--- src/rtl/imem_loader.sv ---
// -----------------------------------------------------------------------------
// imem_loader
//   Writer side of the 64x16 instruction memory. While the CPU is halted
//   (run=0) it accepts a byte stream over valid/ready. It packs byte pairs
//   high byte first into 16-bit words and writes them into the user region.
//   The first word goes to BASE_ADDR, which is also the PC reset address.
//
//   Optional feature (compile-time macro IMEM_LOADER_CHECKSUM_EN):
//     After the last word, one extra byte is accepted in state CK. It is
//     compared with the XOR of all data bytes. On a match the block pulses
//     done. On a mismatch it sets error and skips the done pulse.
//
// Ports
//   clock        system clock, rising edge
//   reset_n      asynchronous active-low reset
//   run          CPU run enable; loading only proceeds while low
//   start        one-cycle pulse that begins a load
//   load_len     number of words to load (0..LAST_ADDR-BASE_ADDR+1)
//   in_valid     byte-stream valid
//   in_data      byte-stream data
//   in_ready     loader accepts a byte this cycle
//   imem_we      instruction memory write strobe, one cycle per word
//   imem_waddr   write address
//   imem_wdata   write data {hi,lo}
//   busy         load in progress (state != IDLE)
//   done         one-cycle pulse on successful completion
//   error        sticky error, cleared by the next accepted start
//   words_loaded words written in the current or last load
// -----------------------------------------------------------------------------
module imem_loader #(
  parameter int ADDR_W    = 6,
  parameter int DATA_W    = 16,
  parameter int BASE_ADDR = 32,
  parameter int LAST_ADDR = 63
) (
  input  logic              clock,
  input  logic              reset_n,
  input  logic              run,
  input  logic              start,
  input  logic [6:0]        load_len,
  input  logic              in_valid,
  input  logic [7:0]        in_data,
  output logic              in_ready,
  output logic              imem_we,
  output logic [ADDR_W-1:0] imem_waddr,
  output logic [DATA_W-1:0] imem_wdata,
  output logic              busy,
  output logic              done,
  output logic              error,
  output logic [6:0]        words_loaded
);

  localparam logic [6:0]        MAX_LEN = 7'(LAST_ADDR - BASE_ADDR + 1);
  localparam logic [ADDR_W-1:0] BASE_A  = ADDR_W'(BASE_ADDR);
  localparam logic [ADDR_W-1:0] LAST_A  = ADDR_W'(LAST_ADDR);

  typedef enum logic [2:0] {
    S_IDLE = 3'd0,
    S_HI   = 3'd1,
    S_LO   = 3'd2,
    S_WR   = 3'd3,
`ifdef IMEM_LOADER_CHECKSUM_EN
    S_CK   = 3'd5,
`endif
    S_DONE = 3'd4
  } state_t;

  state_t     state, state_nx;
  logic [6:0] len_q;
  logic       xfer;
  logic       ld_start, set_err, hi_lat, lo_lat, wr_commit;
  state_t     after_last;

`ifdef IMEM_LOADER_CHECKSUM_EN
  logic [7:0] csum;
`endif

  assign xfer = in_valid && in_ready;

`ifdef IMEM_LOADER_CHECKSUM_EN
  assign after_last = S_CK;
`else
  assign after_last = S_DONE;
`endif

  always_ff @(posedge clock or negedge reset_n) begin
    if (!reset_n) state <= S_IDLE;
    else          state <= state_nx;
  end

  // Next state and outputs. While busy, a high run aborts the load. The write
  // strobe is also gated by run, so memory is never written during execution.
  always_comb begin
    state_nx  = state;
    in_ready  = 1'b0;
    imem_we   = 1'b0;
    busy      = (state != S_IDLE);
    done      = 1'b0;
    ld_start  = 1'b0;
    set_err   = 1'b0;
    hi_lat    = 1'b0;
    lo_lat    = 1'b0;
    wr_commit = 1'b0;
    case (state)
      S_IDLE: begin
        if (start) begin
          if (run || load_len > MAX_LEN) begin
            set_err = 1'b1;
          end else begin
            ld_start = 1'b1;
            state_nx = (load_len == 7'd0) ? after_last : S_HI;
          end
        end
      end
      S_HI: begin
        in_ready = 1'b1;
        if (run) begin
          set_err  = 1'b1;
          state_nx = S_IDLE;
        end else if (xfer) begin
          hi_lat   = 1'b1;
          state_nx = S_LO;
        end
      end
      S_LO: begin
        in_ready = 1'b1;
        if (run) begin
          set_err  = 1'b1;
          state_nx = S_IDLE;
        end else if (xfer) begin
          lo_lat   = 1'b1;
          state_nx = S_WR;
        end
      end
      S_WR: begin
        if (run) begin
          set_err  = 1'b1;
          state_nx = S_IDLE;
        end else begin
          imem_we   = 1'b1;
          wr_commit = 1'b1;
          state_nx  = (words_loaded + 7'd1 == len_q) ? after_last : S_HI;
        end
      end
`ifdef IMEM_LOADER_CHECKSUM_EN
      S_CK: begin
        in_ready = 1'b1;
        if (run) begin
          set_err  = 1'b1;
          state_nx = S_IDLE;
        end else if (xfer) begin
          if (in_data == csum) begin
            state_nx = S_DONE;
          end else begin
            set_err  = 1'b1;
            state_nx = S_IDLE;
          end
        end
      end
`endif
      S_DONE: begin
        state_nx = S_IDLE;
        if (run) set_err = 1'b1;
        else     done    = 1'b1;
      end
      default: state_nx = S_IDLE;
    endcase
  end

  always_ff @(posedge clock or negedge reset_n) begin
    if (!reset_n) begin
      error        <= 1'b0;
      words_loaded <= 7'd0;
      len_q        <= 7'd0;
      imem_waddr   <= BASE_A;
      imem_wdata   <= '0;
    end else begin
      if (ld_start)     error <= 1'b0;
      else if (set_err) error <= 1'b1;
      if (ld_start) begin
        words_loaded <= 7'd0;
        len_q        <= load_len;
        imem_waddr   <= BASE_A;
      end else if (wr_commit) begin
        words_loaded <= words_loaded + 7'd1;
        // Hold at the top of the user region instead of wrapping to 0.
        if (imem_waddr != LAST_A) imem_waddr <= imem_waddr + 1'b1;
      end
      if (hi_lat) imem_wdata[DATA_W-1 -: 8] <= in_data;
      if (lo_lat) imem_wdata[7:0]           <= in_data;
    end
  end

`ifdef IMEM_LOADER_CHECKSUM_EN
  always_ff @(posedge clock or negedge reset_n) begin
    if (!reset_n)             csum <= 8'h00;
    else if (ld_start)        csum <= 8'h00;
    else if (hi_lat | lo_lat) csum <= csum ^ in_data;
  end
`endif

endmodule

--- config.mk ---
export PLATFORM = sky130hd
export DESIGN_NAME = imem_loader
export DESIGN_NICKNAME = d
export VERILOG_FILES = /design/src/rtl/imem_loader.sv
export SDC_FILE = /design/constraint.sdc
export NUM_CORES = 1
export LEC_CHECK = 0
export ABC_AREA = 0
export BUFFER_PORTS_ARGS = -buffer_cell sky130_fd_sc_hd__buf_2
export CAP_MARGIN = 20
export CORE_UTILIZATION = 50
export CTS_CLUSTER_SIZE = 8
export DETAILED_ROUTE_END_ITERATION = 10
export GPL_ROUTABILITY_DRIVEN = 0
export PLACE_DENSITY = 0.81
export SLEW_MARGIN = 20
export SYNTH_ARGS = -nofsm -noshare
export SYNTH_HDL_FRONTEND = slang
export SYNTH_SLANG_ARGS = --single-unit
export TNS_END_PERCENT = 20
--- constraint.sdc ---
create_clock -name clock -period 5.4 [get_ports clock]
set_input_delay 1.08 -clock clock [delete_from_list [all_inputs] [get_ports clock]]
set_output_delay 1.08 -clock clock [all_outputs]
set_load 0.03 [all_outputs]
# Word-level counts from Yosys, hierarchy flattened
# Cells that the tools add are included.
# totals
input_bits	20
word_cells	64
register_bits	40
# classes
reduce_logical	12
magnitude_cmp	1
add_sub_neg	2
eq_ne	10
muxes	32
# ops
op	n
$mux W3	9
$mux W6	3
$mux W1	16
$mux W7	2
$pmux W3 S4	1
$add A7 B1 Y7 const B	1
$eq A7 B7 Y1	1
$gt A7 B6 Y1 const B	1
$logic_not A7 Y1	1
$add A6 B1 Y6 const B	1
$eq A3 B2 Y1 const B	2
$ne A3 B3 Y1 const B	2
$ne A6 B6 Y1 const B	1
$reduce_bool A2 Y1	3
$ne A2 B2 Y1 const B	2
$reduce_and A4 Y1	1
$reduce_or A4 Y1	1
$eq A3 B1 Y1 const B	1
$eq A3 B3 Y1 const B	1
$logic_not A3 Y1	1
$reduce_bool A3 Y1	1
$pmux W1 S2	1
$reduce_and A2 Y1	1
$reduce_or A2 Y1	1
2 further kinds	2

# Logic depth before layout (Yosys ltp)
# depth
depth_word	7
mapped_depth	7

# Worst setup path after synthesis
# Ideal clock, no wire load.
# synth_path
path_kind	in2out
from	input run
to	output done
n_path_buf	0
t_arrival_ns	2.120
setup_slack_ns	2.200
t_required_ns	4.320
cell_stages	1
path_cell_list	nor4b_1
# synth_via
elab_chain_cells	2
# synth_rtl
element	line_no	rtl
start: declaration	38	input logic run,
$mux W1	163	if (run) set_err = 1'b1;
$mux W1	104	case (state)
end: declaration	48	output logic done,
# Every way passes these cells.

# Final worst setup path
# layout_path
from	input run
to	output imem_we
# layout_via
elab_chain_cells	2
# layout_rtl
element	line_no	rtl
$mux W1	136	if (run) begin
$mux W1	104	
end: declaration	44	output logic imem_we,
# Every way passes these cells.

==> run metrics <==
die extent in y=between 60 and 70 um; register-to-register setup slack=about 3 ns; root buffer cell=clkbuf_8; CP arrival=2.24 ns; global route overflow=0; Hold Buf Count CTS=0; Reg2Reg Depth=4; RSZ-0062 raised after global routing=false; cts bufs inserted=5; internal power=748.5 uW; WP buf/inv=3; hold_sp=imem_wdata[8]; Syn Inst Count=175; Switching Share=0.3793; CTS tree=yes; critical path class=input port to output pin; Worst-Margin Slew=0.9675 ns; RR Startpoint=state[0]; area delta synth->final=20.85%; CP startpoint kind=input port; reg-to-reg endpoint=len_q[0]; Seq/Total Area, Yosys=0.5076; Syn. warnings=0; antenna cells=0; PwrDens=505.4 nW/um^2; Starting Density=0.5313; Mapped Nets=197; Final min period=3.325 ns; post_cts resized=0; Worst-Skew Late Latency=0.28 ns; fin. max-slew vios=0; CP delay by family, top=buffers and inverters; Worst-path clk slew=around 0.070 ns; layout cell share with drive strength beyond 1=0.3723; DRT antenna net count=0; Tot GR Track Use=0.2113; first-pass GRT wire length=between 6000 and 7000 um; hold path depth=1; clk_skew=0.001338 ns; Mean Syn Cell Area=11.28 um^2; Boundary Pins=54; DR pass1 iterations=4; CTS max path bufs=2; post-detail-place hpwl=approximately 2800 um; register bit total from synthesis=40; sequential power share=0.393; Core Region=3716 um^2; Nets=roughly 250; # rows=22; most frequent cells in the layout=53 x buf_2, 39 x dfrtp_1, 19 x nor2_1, 17 x mux2_2, 10 x xor2_1; Port Buf Inserts=53; largest net degree at the start of global routing=41; Leakage=approximately 1.2 nW; Netlist cell types=38; period utilization=0.6157; Final setup viols=0; WL per Instance=approximately 14 um; Sw Pwr=457.5 uW; Fin. Hold Viols=0; CP peak stage delay=around 0.3 ns; HP Class=register to register; clock sink count=40; post-synthesis cell area=1974 um^2; Worst EP required=4.32 ns; CP max-delay cell=nand3_1; Hold Crit Endpoint=imem_wdata[8]; vias in the first global route=roughly 1.4k; Die ar.=4204 um^2; final setup TNS=0 ns; DRT iter0 DRCs=114; via count=1474; Pwr Total=about 1.2 mW; Post-CTS Setup Repair Bufs=0; most common cell after layout, fill and taps aside=buf_2; residual DRC count=0; worst-path fanout max=8; Critical Path End Type=output pin; max cap viols=0; Post-Route WL=3909 um; crit path cell chain=buf_2 -> nor2_1 -> nand3_1 -> inv_1 -> buf_2; Max VDD drop=between 300 and 400 uV; # H-tree levels=2; power share of the combinational group=0.390; Crit path top cell by count=buf_2; status=finished, final reports clean; Die X=64.84 um; Max Clk Rate=~300 MHz; relative slew slack=0.3543; number of fillers in the final layout=between 300 and 400; clock power share=0.216; Avg Vias per Cell=~5.3; antenna violations before repair=0
[worst max path at each step]
| stage | startpoint | to | slack [ns] | depth (start not counted) |
|---|---|---|---|---|
| floorplan | run | done | 2.20 | 1 |
| global placement | load_len[6] | len_q[0] | 2.01 | 6 |
| detailed placement | load_len[6] | len_q[0] | 1.96 | 6 |
| CTS | run | imem_we | 2.09 | 5 |
| global route | run | imem_we | 1.95 | 5 |
| finish | run | imem_we | 2.08 | 5 |
[area by class of cell]
| type | instances | area (um^2) | share of cell area |
|---|---|---|---|
| Clock buffer | 7 | 96.34 | 0.04038 |
| Sequential cell | 40 | 1002 | 0.4200 |
| Inverter | 2 | 7.507 | 0.003146 |
| Tap cell | 48 | 60.06 | 0.02517 |
| Multi-Input combinational cell | 128 | 924.6 | 0.3875 |
| Timing Repair Buffer | 53 | 265.3 | 0.1112 |
| Clock inverter | 1 | 30.03 | 0.01259 |
[sequential cells by signal (all words and copies together), names as in the netlist]
register and count:
error 1, len_q 7, words_loaded 7, imem_wdata 16, imem_waddr 6, state 3
[routing by layer]
| layer | track usage | up-vias | wire length (um) |
|---|---|---|---|
| met2 | 0.3398 | 51 | 1803 |
| met4 | 0.08333 | 0 | 26 |
| met1 | 0.2585 | 690 | 1821 |
| met5 | 0 | - | 0 |
| met3 | 0.07218 | 5 | 258 |
| li1 | - | 728 | - |
[per-stage QoR]
step | util | instances | area [um^2] | setup slack (ns) | hold WS (ns)
after floorplan | - | 175 | 1974 | 2.200 | 0.4836
after global placement | 0.6081 | 271 | 2260 | 2.008 | 0.4821
after detailed placement | 0.6081 | 271 | 2260 | 1.957 | 0.4899
after CTS | 0.6421 | 279 | 2386 | 2.094 | 0.5131
after global routing | 0.6421 | 279 | 2386 | 1.947 | 0.5291
final | 0.6421 | 279 | 2386 | 2.075 | 0.5084
[cell usage after synthesis, drive strengths merged]
| library cell | count | area (um^2) |
|---|---|---|
| nor2 | 20 | 77.58 |
| mux2 | 22 | 266.5 |
| mux2i | 2 | 20.02 |
| o211ai | 2 | 15.01 |
| o21ai | 6 | 30.03 |
| a2111o | 1 | 11.26 |
| xnor2 | 9 | 78.83 |
| or4 | 1 | 7.510 |
| xor2 | 10 | 87.58 |
| nor4b | 1 | 8.760 |
| o32ai | 1 | 8.760 |
| or3b | 1 | 8.760 |
| nor2b | 3 | 18.77 |
| nand3b | 1 | 7.510 |
| dfrtp | 39 | 975.9 |
| and3 | 1 | 6.260 |
| inv | 2 | 7.510 |
| nand3 | 10 | 55.05 |
| nand2b | 3 | 18.77 |
| nor4 | 1 | 6.260 |
| a211oi | 2 | 15.01 |
| nand4 | 2 | 12.51 |
| a31oi | 3 | 18.77 |
| dfstp | 1 | 26.28 |
| ha | 2 | 25.02 |
| buf | 5 | 40.04 |
| nor3 | 4 | 20.02 |
| nand2 | 7 | 26.28 |
| a211o | 1 | 8.760 |
| or3 | 1 | 6.260 |
| o22ai | 1 | 6.260 |
| a21oi | 9 | 45.04 |
| a22oi | 1 | 7.510 |
[cell families (layout without fill, tap and decap cells)]
family,count (synthesis),count (layout),share of synthesized area
AOI/OAI and AO/OA,27,27,0.08428
and+or+nand+nor,56,56,0.1420
muxes,24,24,0.1451
adders and majority gates,2,2,0.01267
xor gates and xnor gates,19,19,0.08428
DFF,40,40,0.5076
buffers and inverters,7,63,0.02408
[power groups by stage]
stage | clock network [mW] | logic, mW | registers, mW
2_1_floorplan | 0 | 0.212 | 0.604
3_3_place_gp | 0 | 0.462 | 0.475
3_5_place_dp | 0 | 0.474 | 0.477
4_1_cts | 0.270 | 0.474 | 0.474
5_1_grt | 0.279 | 0.504 | 0.490
6_report | 0.261 | 0.471 | 0.474
Power figures use the tool's default switching activity.
